File: src/rtl/button_debouncer.sv
// Debouncer for a raw mechanical input: synchronizer chain followed by a Moore FSM
// that accepts a level change only after it has been stable for DEBOUNCE_CYCLES cycles.
module button_debouncer #(
   parameter int SYNC_STAGES     = 2,
   parameter int DEBOUNCE_CYCLES = 1000000,
   parameter int CNT_WIDTH       = 20
) (
   input  logic clk,
   input  logic reset_n,
   input  logic in,
   output logic db,
   output logic busy
);

   typedef enum logic [1:0] {
      IDLE_LOW  = 2'b00,
      WAIT_HIGH = 2'b01,
      IDLE_HIGH = 2'b10,
      WAIT_LOW  = 2'b11
   } state_e;

   localparam logic [CNT_WIDTH-1:0] CNT_LAST = CNT_WIDTH'(DEBOUNCE_CYCLES - 1);

   logic [SYNC_STAGES-1:0] sync_q;
   logic                   s;
   state_e                 state_q, state_d;
   logic [CNT_WIDTH-1:0]   cnt_q, cnt_d;
   logic                   db_q, busy_q;

   always_ff @(posedge clk or negedge reset_n) begin
      if (!reset_n) begin
         sync_q <= '0;
      end else begin
         sync_q <= {sync_q[SYNC_STAGES-2:0], in};
      end
   end

   assign s = sync_q[SYNC_STAGES-1];

   // A mismatch on s is checked before the terminal count, so a bounce on the
   // final counting cycle still rejects the change.
   always_comb begin
      state_d = state_q;
      cnt_d   = '0;
      case (state_q)
         IDLE_LOW: begin
            if (s) state_d = WAIT_HIGH;
         end
         WAIT_HIGH: begin
            if (!s)                  state_d = IDLE_LOW;
            else if (cnt_q == CNT_LAST) state_d = IDLE_HIGH;
            else                     cnt_d   = cnt_q + CNT_WIDTH'(1);
         end
         IDLE_HIGH: begin
            if (!s) state_d = WAIT_LOW;
         end
         WAIT_LOW: begin
            if (s)                   state_d = IDLE_HIGH;
            else if (cnt_q == CNT_LAST) state_d = IDLE_LOW;
            else                     cnt_d   = cnt_q + CNT_WIDTH'(1);
         end
         default: begin
            state_d = IDLE_LOW;
         end
      endcase
   end

   // Outputs are registered from the next state so they track state_q exactly.
   always_ff @(posedge clk or negedge reset_n) begin
      if (!reset_n) begin
         state_q <= IDLE_LOW;
         cnt_q   <= '0;
         db_q    <= 1'b0;
         busy_q  <= 1'b0;
      end else begin
         state_q <= state_d;
         cnt_q   <= cnt_d;
         db_q    <= (state_d == IDLE_HIGH) || (state_d == WAIT_LOW);
         busy_q  <= (state_d == WAIT_HIGH) || (state_d == WAIT_LOW);
      end
   end

   assign db   = db_q;
   assign busy = busy_q;

endmodule

File: config.mk
export PLATFORM = sky130hd
export DESIGN_NAME = button_debouncer
export DESIGN_NICKNAME = d
export VERILOG_FILES = /design/src/rtl/button_debouncer.sv
export SDC_FILE = /design/constraint.sdc
export NUM_CORES = 1
export LEC_CHECK = 0
export BUFFER_PORTS_ARGS = -buffer_cell sky130_fd_sc_hd__buf_2
export CAP_MARGIN = 10
export CORE_MARGIN = 3
export CORE_UTILIZATION = 55
export DETAILED_ROUTE_END_ITERATION = 7
export MAX_ROUTING_LAYER = met4
export PLACE_DENSITY = 0.72
export SYNTH_ARGS = -nofsm -noshare
export SYNTH_HDL_FRONTEND = slang
export SYNTH_SLANG_ARGS = --single-unit
File: constraint.sdc
create_clock -name clk -period 5.15 [get_ports clk]
set_input_delay 0.515 -clock clk [delete_from_list [all_inputs] [get_ports clk]]
set_output_delay 0.515 -clock clk [all_outputs]
set_load 0.03 [all_outputs]
Yosys cells after proc, flatten, opt, wreduce, memory -nomap -nowiden
Cells that the tools add are included.
{"block": "op_classes", "n_addsub": 1, "n_eq_ne": 7, "mux": 11, "n_reduce_logical": 3}
{"operator": "$mux W20", "n": 3}
{"operator": "$pmux W20 S2", "n": 1}
{"operator": "$add A20 B1 Y20 const B", "n": 1}
{"operator": "$eq A20 B20 Y1 const B", "n": 1}
{"operator": "$mux W2", "n": 6}
{"operator": "$eq A2 B2 Y1 const B", "n": 4}
{"operator": "$pmux W2 S4", "n": 1}
{"operator": "$eq A2 B1 Y1 const B", "n": 2}
{"operator": "$logic_not A2 Y1", "n": 1}
{"operator": "$logic_or A1 B1 Y1", "n": 2}
{"block": "word_totals", "regBits": 26, "out_inout_bits": 2, "elab_cells": 27}

Depth between registers and ports, before layout
Gate-level depths: netlist (run 1).
{"block": "logic_depth", "depth_word": 6, "depth_mapped": 6}

Least setup slack after synthesis (run 1)
No wires, ideal clock.
{"block": "synth_path", "path_kind": "flip-flop to flip-flop", "from": "reg cnt_q[6]", "to": "reg db_q (netlist: db)", "t_arrival_ps": 1936, "setup_slack_ps": 3087, "path_stages_with_launch": 5, "n_path_buf": 0, "period_less_slack_ps": 2063, "path_cell_list": "dfrtp_1 > or4b_1 > or4_4 > nor3_2 > mux2_1"}
{"block": "synth_via", "elab_chain_cells": 6}
{"item": "start: declaration", "line": "27", "text": "logic [CNT_WIDTH-1:0] cnt_q, cnt_d;"}
{"item": "start signal: assignment", "line": "77", "text": "cnt_q <= cnt_d;"}
{"item": "$eq A20 B20 Y1 (*)", "line": "51, 59"}
{"item": "$mux W2 (on tied branches)", "line": "59, 51"}
{"item": "$mux W2 (on tied branches)", "line": "58, 50"}
{"item": "$pmux W2 S4 (*)", "line": "45", "text": "case (state_q)"}
{"item": "$eq A2 B2 Y1", "line": "78", "text": "db_q <= (state_d == IDLE_HIGH) || (state_d == WAIT_LOW);"}
{"item": "$logic_or A1 B1 Y1 (*)", "line": "78"}
{"item": "end signal: assignment", "line": "78"}
{"item": "end: declaration", "line": "28", "text": "logic db_q, busy_q;"}
Every way passes the cells marked *; elsewhere a longest branch is shown, timed or not.

Final worst setup path (run 1)
{"block": "layout_path", "from": "reg cnt_q[6]", "to": "reg cnt_q[5]"}
{"block": "layout_via", "elab_chain_cells": 4}
{"item": "$eq A20 B20 Y1 (*)", "line": "51, 59"}
{"item": "$mux W20 (*)", "line": "51, 59"}
{"item": "$mux W20 (on tied branches)", "line": "58, 50"}
{"item": "$pmux W20 S2 (*)", "line": "45"}
{"item": "net cnt_d[5]", "line": "27"}
The timed path passes the listed nets; every way through them passes the cells marked *.

==> results of run 1 <==
## cell usage in the layout (no fill, tap or decap)
cell	instances
sky130_fd_sc_hd__nor4_1	1
sky130_fd_sc_hd__clkbuf_1	1
sky130_fd_sc_hd__clkbuf_4	3
sky130_fd_sc_hd__or4b_1	1
sky130_fd_sc_hd__nor3_2	1
sky130_fd_sc_hd__o21ai_0	3
sky130_fd_sc_hd__nor2_1	14
sky130_fd_sc_hd__or4_1	6
sky130_fd_sc_hd__nand4_1	7
sky130_fd_sc_hd__nand3b_1	1
sky130_fd_sc_hd__o31ai_1	3
sky130_fd_sc_hd__o211ai_2	1
sky130_fd_sc_hd__ha_1	1
sky130_fd_sc_hd__dfrtp_1	25
sky130_fd_sc_hd__nand3_1	7
sky130_fd_sc_hd__nand2_1	5
sky130_fd_sc_hd__or3_1	2
sky130_fd_sc_hd__and2_1	1
sky130_fd_sc_hd__and3_2	1
sky130_fd_sc_hd__xor2_1	8
sky130_fd_sc_hd__xnor2_1	5
sky130_fd_sc_hd__or4_4	1
sky130_fd_sc_hd__buf_2	4
sky130_fd_sc_hd__inv_1	5
sky130_fd_sc_hd__mux2_1	2
sky130_fd_sc_hd__a21oi_1	6
sky130_fd_sc_hd__and4_1	3
sky130_fd_sc_hd__o31a_2	1
## area by class of cell
class | instances | area share, %
sequential | 25 | 49.80
multi-input combinational | 81 | 42.33
tap | 27 | 2.689
clock buffer | 4 | 2.092
timing repair buffer | 4 | 1.594
inverter | 5 | 1.494
## cells by family after synthesis
group                      count (synthesis)
DFF                                       25
buffers and inverters                      7
muxes                                      2
adders and majority gates                  1
and+or+nand+nor                           51
AOI/OAI and AO/OA                         14
xor gates and xnor gates                  13
## worst register-to-register path: cells and delay by family, from the launching register on
family / cells / cell delay, ns
AO/OA/AOI/OAI: 1 / 0.69
flip-flops: 1 / 0.46
AND/OR/NAND/NOR: 3 / 1.22
## power groups by stage
| stage | combinational [mW] | sequential [mW] | clock [mW] |
|---|---|---|---|
| after floorplan | 0.00565 | 0.204 | 0 |
| after global placement | 0.0105 | 0.203 | 0 |
| after detailed placement | 0.0107 | 0.203 | 0 |
| after CTS | 0.0108 | 0.200 | 0.0890 |
| after global routing | 0.0121 | 0.200 | 0.0958 |
| final | 0.0103 | 0.200 | 0.0849 |
## per-layer routing
| metal | routed length [um] | vias to the layer above | global-route usage, % |
|---|---|---|---|
| met2 | 1041 | 6 | 30.99 |
| li1 | - | 422 | - |
| met1 | 972 | 440 | 24.05 |
| met3 | 45 | 2 | 2.564 |
| met4 | 15 | 0 | 6.383 |
| met5 | 0 | - | - |
## through the flow
stage	worst slack, ns	utilization (%)	total power, mW	cell area, um2
after detailed placement	2.661	60.83	0.2142	1230
after CTS	2.644	62.13	0.2995	1256
final	2.646	62.13	0.2950	1256
after global routing	2.498	62.13	0.3079	1256
after global placement	2.691	60.83	0.2138	1230
after floorplan	3.087	-	0.2096	1199
## flip-flops by register name, indices dropped and copies added (netlist names)
register / count
cnt_q: 20
sync_q: 2
state_q: 2
db: 1
## cells in the mapped netlist
library cell | count | share of area [%]
sky130_fd_sc_hd__a21oi_1 | 6 | 2.5
sky130_fd_sc_hd__and2_1 | 1 | 0.52
sky130_fd_sc_hd__and3_2 | 1 | 0.63
sky130_fd_sc_hd__and4_1 | 3 | 2.2
sky130_fd_sc_hd__buf_6 | 2 | 1.9
sky130_fd_sc_hd__dfrtp_1 | 25 | 52
sky130_fd_sc_hd__ha_1 | 1 | 1.0
sky130_fd_sc_hd__inv_1 | 5 | 1.6
sky130_fd_sc_hd__mux2_1 | 2 | 1.9
sky130_fd_sc_hd__nand2_1 | 5 | 1.6
sky130_fd_sc_hd__nand3_1 | 7 | 2.9
sky130_fd_sc_hd__nand3b_1 | 1 | 0.63
sky130_fd_sc_hd__nand4_1 | 7 | 3.7
sky130_fd_sc_hd__nor2_1 | 14 | 4.4
sky130_fd_sc_hd__nor3_2 | 1 | 0.84
sky130_fd_sc_hd__nor4_1 | 1 | 0.52
sky130_fd_sc_hd__o211ai_2 | 1 | 1.0
sky130_fd_sc_hd__o21ai_0 | 3 | 1.3
sky130_fd_sc_hd__o31a_2 | 1 | 0.84
sky130_fd_sc_hd__o31ai_1 | 3 | 1.9
sky130_fd_sc_hd__or3_1 | 2 | 1.0
sky130_fd_sc_hd__or4_1 | 6 | 3.8
sky130_fd_sc_hd__or4_4 | 1 | 0.94
sky130_fd_sc_hd__or4b_1 | 1 | 0.84
sky130_fd_sc_hd__xnor2_1 | 5 | 3.7
sky130_fd_sc_hd__xor2_1 | 8 | 5.8
## worst paths after layout
kind | start | endpoint | slack, ns | cells past startpoint
max in group asynchronous | reset_n | cnt_q[2]$_DFF_PN0_ | 4.63 | 1
worst max-delay path | cnt_q[6]$_DFF_PN0_ | cnt_q[5]$_DFF_PN0_ | 2.65 | 4
worst min-delay path | reset_n | sync_q[1]$_DFF_PN0_ | 0.16 | 1
min in group clk | in | sync_q[0]$_DFF_PN0_ | 0.30 | 1
worst min register to register | sync_q[0]$_DFF_PN0_ | sync_q[1]$_DFF_PN0_ | 0.37 | 0
worst max register to register | cnt_q[6]$_DFF_PN0_ | cnt_q[5]$_DFF_PN0_ | 2.65 | 4
==> flow_results.org, run 1 <==
** Status
- The flow ran to the end, and the final reports show no timing, DRC or antenna violations.

** Logic synthesis
- Avg Inst Size Synth :: 10.61 um2
- By area, the combinational part of the netlist is dominated by simple AND/OR/NAND/NOR gates.
- Instance count of the mapped netlist :: 113
- The number of nets in the synthesized netlist is 117.
- In this run, synthesis produced a sequential element count of 25.
- Complex-gate fraction of the synthesized area :: 7.516%
- After synthesis the cells add up to 0.001199 mm2.
- Part of the Yosys area used for sequential elements :: 52.19%
- The Yosys step of the flow raised 0 warnings.
- After Yosys synthesis, and, or, nand and nor cells account for 24.43% of the synthesized area.
- Of the total synthesized cell area, the portion taken by XOR and XNOR cells is 9.499%.
- Number of distinct library cell variants in the gate-level netlist after synthesis :: 26
- Adder and majority gate portion of the synthesized area :: 1.044%
- Proportion of synthesized area in mux cells :: 1.879%

** Timing
- The number of failing hold endpoints at the final stage was 0.
- Worst Clk Skew :: 0.007420 ns
- Timing would allow up to 0.3994 GHz.
- Setup total negative slack on the finished layout was measured at 0 ns.
- At the pin with the least slew margin, the transition time is 0.8426 ns.
- The smallest clock period supported by the final layout is computed as 2.504 ns.
- Final period util :: 48.62%
- Max-Slew Margin vs Limit :: 43.66%
- Final max-slew violation count :: 0
- Setup violations remaining at the end of the flow were counted as 0.
- Hold timing on the final database bottoms out at a slack of 0.1622 ns.
- Setup repair after global routing missed its margin :: false

** Placed design
- Routability-driven placement finished with a final weighted congestion of 0.7570.
- In this run the tool buffered the top-level ports with 4 buffer cells.
- Including well taps, the total number of placed cells is 142.
- After legalization and detailed placement, the total HPWL measured 1453 um.

** Clock tree
- Count of hold-fix buffers inserted at cts :: 0
- Buffers inserted during clock tree synthesis total 3.
- TritonCTS built the clock tree.
- Number of buffers on the longest clock path :: 2
- Latest clock arrival within the worst-skew pair :: 0.31 ns
- Post-CTS timing repair inserted 0 buffers for setup.
- Sink Count :: 25
- Clock-pin slew was measured on the worst setup and hold paths at 0.13 ns.
- CTS built an H-tree with a depth of 1.
- Once the clock tree was built, the resizer swapped 0 gates to a different size.
- Clk root buf :: sky130_fd_sc_hd__clkbuf_4

** GRT
- Global route total overflow :: 0
- Pin count of the biggest net entering global routing :: 26
- Via count of the first global-routing pass :: 866
- The first global-routing pass estimated 3774 um of wire.
- Number of antenna violations at the first check in global routing :: 0
- Global routing used 18.92% of the available tracks across all layers.

** Route
- DR DRC count :: 0
- In this run, the number of DRC markers left after iteration 0 of detailed routing was 30.
- Detailed-route wire length per cell :: 14.21 um
- Total length of routed wires :: 2075 um
- The detail route stage leaves a number of antenna-violating nets equal to 0.
- After detailed routing, the number of vias per cell comes to 5.959.
- The final route contains 870 vias.
- The pre-antenna-repair detailed-routing pass consisted of 4 iterations.

** Layout
- In the final design database the tool counted 124 nets.
- Compared with the post-synthesis result, the final layout area differs by 4.801%.
- The sequential cells in the finished layout cover a total of 625.6 um2.
- 0 antenna diodes ended up in the layout.
- Counting the fill cells in the layout gives 184.
- The multi-input combinational cells in the finished layout cover a total of 531.8 um2.
- The count of cells in the finished layout, fillers not included, comes to 146.
- The post-route netlist has 10.08% of its cells at a drive strength greater than 1.

** Setup path
- Cell type group with the largest total delay on the critical path :: simple AND/OR/NAND/NOR gates
- Data on the critical path is required at its endpoint by 5.32 ns.
- At the worst endpoint, the arrival time is 2.68 ns.
- On the critical path, the stage with the largest delay is an instance of sky130_fd_sc_hd__o211ai_2.
- STA classifies the critical path startpoint as a register.
- Buffer and inverter count on the worst path :: 0
- Kind of end point of the critical path :: register
- The critical path in this run is classified as reg2reg.
- Along the worst path, the maximum fanout reaches 20.
- The signal on the critical path passes through or4b_1, or4_4, o211ai_2, nor2_1.
- For this run, the slowest stage of the critical path takes 0.69 ns.

** Hold path
- Worst min-delay path category :: in2async

** Pwr
- Reported leakage power :: 0.5130 nW
- Switching share of power :: 21.83%
- The share of total power dissipated in the clock network is 28.8%.
- Internal power of the cells :: 230.6 uW
- Worst voltage drop across the vdd grid :: 0.1602 mV
- Power spread over the standard cell area amounts to 234.8 mW/mm2.
- The share of total power dissipated in sequential elements is 67.7%.
- Net Sw Power :: 64.40 uW
- Per report_power, the combinational group accounts for 3.5% of the total.

** Die
- Die outline width :: 52.69 um
- Die height :: 52.69 um
- Number of I/O pins :: 5
- The die covers 0.002776 mm2.
- Once the floorplan was initialized, standard cells occupied 59.28% of the core.
- Core Region :: 0.002022 mm2
- The floorplan has 16 rows.

** Job
- The tool flagged a number of max-cap violations equal to 0.
Power figures use the tool's default switching activity.
==> run 2, diff against run 1 <==
- CORE_UTILIZATION: 55 -> 53
- PLACE_DENSITY: 0.72 -> 0.73
- clock period: 5.15 -> 2.07 ns (I/O delays scaled with it)
==> run 2 against run 1 <==
Effect of this change: the flow now finishes with violations (setup timing); routed wire length is 14% higher; non-clock buffer count is 12 higher; cell count is 8.2% higher; setup slack worse by 2.7 ns; fmax is 18% higher; clock skew is 0.00054 ns higher; critical path depth stayed put; clock power grew to 2.7 times the previous value; global-route usage is 2.3 points higher; first-iteration DRC count is 13% higher; sequential cell count stayed put; largest cell class unchanged.
==> flow_results.org, run 2 (same netlist as run 1, synthesis figures left out) <==
** Timing
- The shortest clock period the worst path allows after layout came to 2.127 ns (-0.3764 ns).
- Hold Worst Slack :: 0.3660 ns (+0.2038 ns)
- The final-report setup violation count came to 20 (+20).
- Setup repair after global routing could not meet its margin everywhere.
- The tightest slew margin relative to the limit is 64.69% (+21 points).
- Final max-slew violation count :: 0 (unchanged)
- The clock skew after layout came to 0.007956 ns (+0.0005357 ns).
- The number of failing hold endpoints at the final stage came to 0 (unchanged).
- Final period util :: 102.8% (+54 points)
- The maximum operating frequency was 0.4701 GHz (+18%).
- Setup slack of the critical path after layout :: -0.05742 ns (-2.704 ns)
- Worst-margin pin slew :: 0.5296 ns (-0.3129 ns)
- The post-route setup TNS came to -0.2659 ns (-0.2659 ns).

** Route
- Total length of routed wires :: 2374 um (+14%)
- First-pass iteration count of the detailed router :: 4 (unchanged)
- The total DRC errors in the routed layout came to 0 (unchanged).
- Detailed-route wire length per cell :: 15.03 um (+5.7%)
- Remaining antenna violation count :: 0 (unchanged)
- Mean number of vias per cell :: 5.816 (-2.4%)
- The detailed router's first-iteration violation count is 34 (+13%).
- The total number of vias is 919 (+5.6%).

** Setup path
- Buffer and inverter count on the worst path :: 0 (unchanged)
- Maximum net fanout on the critical path :: 3 (-85%)
- The setup path with the least slack is of type reg2reg.
- Cell type group with the largest total delay on the critical path :: simple AND/OR/NAND/NOR gates
- The startpoint identified for the worst register-to-register timing path is cnt_q[10]$_DFF_PN0_.
- The flop-to-flop setup slack is -0.06 ns (-2.70 ns).
- Kind of end point of the critical path :: register
- Among all stages on the critical path, the largest delay is contributed by sky130_fd_sc_hd__or4_4.
- Biggest cell delay along the critical path :: 0.59 ns (-0.10 ns)
- Worst reg2reg endpoint :: db$_DFF_PN0_
- Count of cell instances traversed by the critical path :: 4 (unchanged)
- The worst setup path is launched from a register.
- The depth of the most critical reg-to-reg path was 4 (unchanged).
- Cells along the critical path :: or4_1, or4_4, nor3_4, mux2_1
- The critical path data required time came to 2.29 ns (-3.03 ns).
- The worst endpoint data arrival time was 2.35 ns (-0.33 ns).

** Pwr
- Combinational Power Share :: 4.6% (+1.1 points)
- Net Sw Power :: 176.4 uW (+170%)
- Part of the power in registers :: 65.5% (-2.2 points)
- Clock network fraction of total power :: 30.0% (+1.2 points)
- Reported leakage power :: 0.5922 nW (+15%)
- Power Dens Cells :: 552.8 mW/mm2 (+140%)
- Switching share of power :: 23.20% (+1.4 points)
- The total power draw came to 760.2 uW (+160%).
- The internal power summed over all cells was 583.8 uW (+150%).
- The worst ir drop on vdd came to 0.6321 mV (+290%).

** Clock tree
- Number of buffers on the longest clock path :: 2 (unchanged)
- TritonCTS built the clock tree.
- Inserted Clock Buffers :: 3 (unchanged)
- Sink Count :: 25 (unchanged)
- Clk root buf :: sky130_fd_sc_hd__clkbuf_4
- H-tree depth :: 1 (unchanged)
- The worst-skew pair later-pin latency came to 0.32 ns (about the same).
- Clock transition at path regs :: 0.14 ns (about the same)

** Die
- Die outline width :: 53.56 um (+1.7%)
- Floorplan row count :: 16 (unchanged)
- Core Region :: 0.002042 mm2 (+0.99%)
- The height of the die was 53.56 um (+1.7%).
- The initial core utilization was 58.70% (-0.58 points).
- The I/O pin total was 5 (unchanged).
- The full die area came to 0.002868 mm2 (+3.3%).

** GRT
- The initial antenna violation count is 0 (unchanged).
- The largest net degree at the start of global routing was 26 (unchanged).
- Via count of the first global-routing pass :: 890 (+2.8%)
- All-Layer GR Usage :: 21.17% (+2.3 points)
- The global-route wire length before repair is 4105 um (+8.8%).
- Global route total overflow :: 0 (unchanged)

** Layout
- Layout net count :: 136 (+9.7%)
- More flip-flops sit in one register than any other, and that register is cnt_q.
- The number of filler cells placed in the layout came to 171 (-7.1%).
- Registers with the most flip-flops :: cnt_q x20, state_q x2, sync_q x2
- Antenna diode instance count :: 0 (unchanged)
- Sequential cell area :: 625.6 um2 (unchanged)
- Area of the multi-input gates :: 538.0 um2 (+1.2%)
- In the layout the commonest cells are 25 x sky130_fd_sc_hd__dfrtp_1, 14 x sky130_fd_sc_hd__nor2_1, 9 x sky130_fd_sc_hd__buf_4.
- Most frequent standard cell in the layout excluding fill and tap cells :: sky130_fd_sc_hd__dfrtp_1
- The number of flip-flops under the largest register name is 20 (unchanged).
- The core occupancy in the finished layout is 67.34% (+5.2 points).
- The fraction of layout cells with a size suffix above 1 was 17.56% (+7.5 points).
- The total non-filler cell area in the finished layout is 0.001375 mm2 (+9.5%).
- Synthesis-to-layout area growth :: 14.72%

** Placed design
- The final weighted congestion of routability-driven global placement is 0.7396 (-2.3%).
- Final HPWL DP :: 1662 um (+14%)
- The count of input and output buffers was 4 (unchanged).
- Post-placement cell area :: 0.001310 mm2 (+6.5%)

** Status
- Run status :: finished with violations
- The checks that failed: setup timing.

** Hold path
- The worst hold path belongs to the class in2async.

** Job
- Number of max-cap violations :: 0 (unchanged)
run 2: per-layer routing:
layer  vias to the layer above  wire length, um  GRT usage, %
li1                        444                -             -
met1                       439             1015         25.99
met2                        21             1173         33.06
met3                        15               76         2.770
met4                         0              109         13.19
met5                         -                0             -
run 2: power groups by stage:
| stage | Sequential, mW | Combinational (mW) | Clock [mW] |
|---|---|---|---|
| final | 0.498 | 0.0349 | 0.228 |
| after global routing | 0.498 | 0.0402 | 0.256 |
| after CTS | 0.497 | 0.0357 | 0.236 |
| after global placement | 0.506 | 0.0307 | 0 |
| after detailed placement | 0.506 | 0.0315 | 0 |
| after floorplan | 0.508 | 0.0141 | 0 |
run 2: worst max-delay path by stage:
| stage | from | endpoint |
|---|---|---|
| after floorplan | cnt_q[6]$_DFF_PN0_ | db$_DFF_PN0_ |
| after detailed placement | cnt_q[6]$_DFF_PN0_ | db$_DFF_PN0_ |
| after CTS | cnt_q[6]$_DFF_PN0_ | db$_DFF_PN0_ |
| after global placement | cnt_q[10]$_DFF_PN0_ | db$_DFF_PN0_ |
| after global routing | cnt_q[10]$_DFF_PN0_ | cnt_q[9]$_DFF_PN0_ |
| final | cnt_q[10]$_DFF_PN0_ | db$_DFF_PN0_ |
run 2: what timing repair did:
| action | in CTS | in global routing |
|---|---|---|
| endpoints found under the hold margin | 26 | 0 |
| buffers inserted | 0 | 1 |
| setup endpoints to repair | 4 | 22 |
| resized for setup | 1 | 0 |
| hold buffers | 2 | 0 |
run 2: final cells by class:
type                       instances  share of cell area (%)
tap                               27                   2.457
clock inverter                     1                  0.6369
multi-input combinational         81                   39.13
sequential                        25                   45.50
timing repair buffer              16                   9.281
clock buffer                       3                   1.638
inverter                           5                   1.365
run 2: stage by stage:
step	std cells	setup WS [ns]
2_1_floorplan	113	0.006907
3_3_place_gp	151	0.008363
3_5_place_dp	151	-0.05278
4_1_cts	157	-0.05586
5_1_grt	158	-0.1143
6_report	158	-0.05742
==> run 3, diff against run 2 <==
- CORE_UTILIZATION: 53 -> 40
- PLACE_DENSITY: 0.73 -> unset
==> run 3 against run 2 <==
Effect of this change: the run still ends with setup timing left; clock-buffer cell count did not move; cell count rose by 3.8%; sequential share of layout area fell by 0.21 points; sequential power barely moved; power fell by 1.4%; worst hold slack improved by 0.0016 ns; core utilization fell by 18 points; sequential cell count did not move; non-clock buffer count rose by 2; register-to-register slack improved by 0.04 ns; largest cell class unchanged; highest routed layer unchanged.
==> flow_results.org, run 3 (same netlist as run 1, synthesis figures left out) <==
** Pwr
- The fraction of power consumed by sequential logic is 66.2% (+0.7 points).
- The total power draw was 749.7 uW (-1.4%).
- The portion of total power attributed to the clock network came to 29.4% (-0.6 points).
- The switching share of total power was 22.99% (-0.21 points).
- The worst ir drop on vdd is 0.3323 mV (-47%).
- The combinational fraction of design power is 4.3% (-0.3 points).
- Power Dens Cells :: 542.7 mW/mm2 (-1.8%)
- The power spent charging and discharging nets is 172.3 uW (-2.3%).
- Reported leakage power :: 0.5922 nW (about the same)
- Internal power of the cells :: 577.4 uW (-1.1%)

** Layout
- Leaving out fill and tap cells, the most frequent cell in the layout is sky130_fd_sc_hd__dfrtp_1.
- The fraction of layout cells with a size suffix above 1 came to 18.80% (+1.2 points).
- The largest registers in the layout are cnt_q x20, state_q x2, sync_q x2.
- Antenna diode instance count :: 0 (unchanged)
- Most used cells in the layout excluding fill and tap cells :: 25 x sky130_fd_sc_hd__dfrtp_1, 14 x sky130_fd_sc_hd__nor2_1, 12 x sky130_fd_sc_hd__buf_4
- The core occupancy in the finished layout was 49.24% (-18 points).
- Biggest register :: cnt_q
- Layout net count :: 138 (+1.5%)
- The area growth from synthesis to layout is 15.24%.
- Post-route standard cell area excluding fillers :: 0.001381 mm2 (+0.45%)
- The number of flip-flops under the largest register name came to 20 (unchanged).
- Non-filler cells in the finished layout :: 164 (+3.8%)

** Setup path
- The worst register-to-register path ends at db$_DFF_PN0_.
- Class of the most critical setup path :: reg2reg
- The maximum single-stage delay on the critical path was 0.58 ns (about the same).
- STA classifies the critical path startpoint as a register.
- The worst register-to-register path begins at cnt_q[10]$_DFF_PN0_.
- The worst setup path is captured at a register.
- In this run the worst setup path terminates at db$_DFF_PN0_.
- The largest individual stage delay along the critical path comes from the cell sky130_fd_sc_hd__or4_4.
- Register-to-Register Path Depth :: 4 (unchanged)
- Data arrival time at the worst-slack endpoint :: 2.32 ns (-0.03 ns)
- The critical path goes through or4_1, or4_4, nor3_4, mux2_1.
- In this run the worst setup path begins at cnt_q[10]$_DFF_PN0_.
- Reg2reg setup slack :: -0.02 ns (+0.04 ns)
- Maximum net fanout on the critical path :: 3 (unchanged)
- Worst Path Required :: 2.30 ns (about the same)

** GRT
- The overall fraction of global-route tracks in use came to 15.59% (-5.6 points).
- The initial antenna violation count was 0 (unchanged).
- The remaining global-route overflow was 0 (unchanged).
- The global-route wire length before repair is 4209 um (+2.5%).
- Pin count of the biggest net entering global routing :: 26 (unchanged)
- Via count of the first global-routing pass :: 922 (+3.6%)

** Timing
- Setup repair after global routing could not meet its margin everywhere.
- Final period util :: 100.8% (-2.0 points)
- The post-layout worst setup margin was -0.01600 ns (+0.04141 ns).
- The clock skew after layout is 0.01947 ns (+0.01151 ns).
- The tightest slew margin relative to the limit was 63.63% (-1.1 points).
- Final hold violation count :: 0 (unchanged)
- The maximum operating frequency was 0.4794 GHz (+2.0%).
- The slew of the pin with the lowest slew margin was 0.5455 ns (+0.01586 ns).
- Final max-slew violation count :: 0 (unchanged)
- Final setup violation count :: 2 (-90%)
- Final min period :: 2.086 ns (-0.04141 ns)

** Clock tree
- The total clock sinks is 25 (unchanged).
- Clock transition at path regs :: 0.15 ns (about the same)
- Number of buffers on the longest clock path :: 2 (unchanged)
- H-tree depth :: 1 (unchanged)
- The worst-skew pair later-pin latency is 0.33 ns (about the same).
- Clk root buf :: sky130_fd_sc_hd__clkbuf_4
- Inserted Clock Buffers :: 3 (unchanged)
- TritonCTS built the clock tree.

** Route
- The final wirelength is 2215 um (-6.7%).
- The total iterations of the first detailed-routing run was 4 (unchanged).
- Via total after detailed routing :: 922 (+0.33%)
- The number of routed nets with antenna violations was 0 (unchanged).
- The vias per cell was 5.622 (-3.3%).
- The total DRC errors in the routed layout was 0 (unchanged).
- First-iteration detailed-routing DRC count :: 44 (+29%)
- The routed wire length per instance came to 13.51 um (-10%).

** Die
- The height of the die is 60.74 um (+13%).
- The die extent in x came to 60.74 um (+13%).
- Die Footprint :: 0.003689 mm2 (+29%)
- Initial Util :: 42.73% (-16 points)
- Number of I/O pins :: 5 (unchanged)
- The placeable core region is 0.002805 mm2 (+37%).
- The cell row count is 19 (+3).

** Status
- The checks that failed: setup timing.
- Run status :: finished with violations

** Placed design
- The HPWL after detailed placement was 1591 um (-4.3%).
- The final weighted congestion of routability-driven global placement came to 0.7671 (+3.7%).
- The post-placement cell area came to 0.001310 mm2 (unchanged).
- Dpl ws :: -0.01575 ns (+0.03703 ns)
- The count of input and output buffers is 4 (unchanged).
- Dpl cells :: 156 (+3.3%)

** Hold path
- The tightest min-delay check is of the in2async type.

** Job
- The number of maximum-capacitance violations came to 0 (unchanged).
## run 3: repair_timing
action,CTS,global route
hold buffers,2,0
setup endpoints to repair,2,22
gates resized for setup,1,0
setup buffers,1,1
hold endpoints to repair,26,0
## run 3: critical path: cells and delay by family, from the launching register on
family           cells  cell delay (ns)
multiplexers         1             0.33
AND/OR/NAND/NOR      3             1.24
flip-flops           1             0.41
## run 3: area by class of cell
type	count	area, um2
Clock inverter	1	7.507
Tap cell	31	38.79
Timing Repair Buffer	18	130.1
Clock buffer	3	22.52
Inverter	5	18.77
Multi-Input combinational cell	81	538.0
Sequential cell	25	625.6
Fill cell	269	1424
## run 3: power by group through the flow
stage / registers, mW / logic (mW) / clock network (mW)
final: 0.497 / 0.0325 / 0.221
after global routing: 0.498 / 0.0379 / 0.255
after CTS: 0.497 / 0.0338 / 0.234
after detailed placement: 0.506 / 0.0306 / 0
after global placement: 0.506 / 0.0299 / 0
after floorplan: 0.508 / 0.0141 / 0
## run 3: how the worst min path moves through the flow
stage | cells after the start | startpoint | slack, ns | end
after floorplan | 0 | reset_n | -0.09 | cnt_q[0]$_DFF_PN0_
after global placement | 1 | reset_n | 0.22 | db$_DFF_PN0_
after detailed placement | 1 | reset_n | 0.23 | db$_DFF_PN0_
after CTS | 0 | sync_q[0]$_DFF_PN0_ | 0.37 | sync_q[1]$_DFF_PN0_
after global routing | 0 | sync_q[0]$_DFF_PN0_ | 0.39 | sync_q[1]$_DFF_PN0_
final | 2 | reset_n | 0.37 | db$_DFF_PN0_
## run 3: per-stage QoR
| stage | hold WS (ns) | TNS [ns] |
|---|---|---|
| 2_1_floorplan | -0.08859 | 0 |
| 3_3_place_gp | 0.2236 | 0 |
| 3_5_place_dp | 0.2329 | -0.02671 |
| 4_1_cts | 0.3715 | -0.02932 |
| 5_1_grt | 0.3883 | -1.295 |
| 6_report | 0.3676 | -0.02711 |
## run 3: routing by layer
layer,GRT usage [%],wire (um),up-vias
met5,-,0,-
met4,4.025,22,0
met3,4.043,79,2
met2,25.19,1093,16
met1,19.44,1020,453
li1,-,-,451
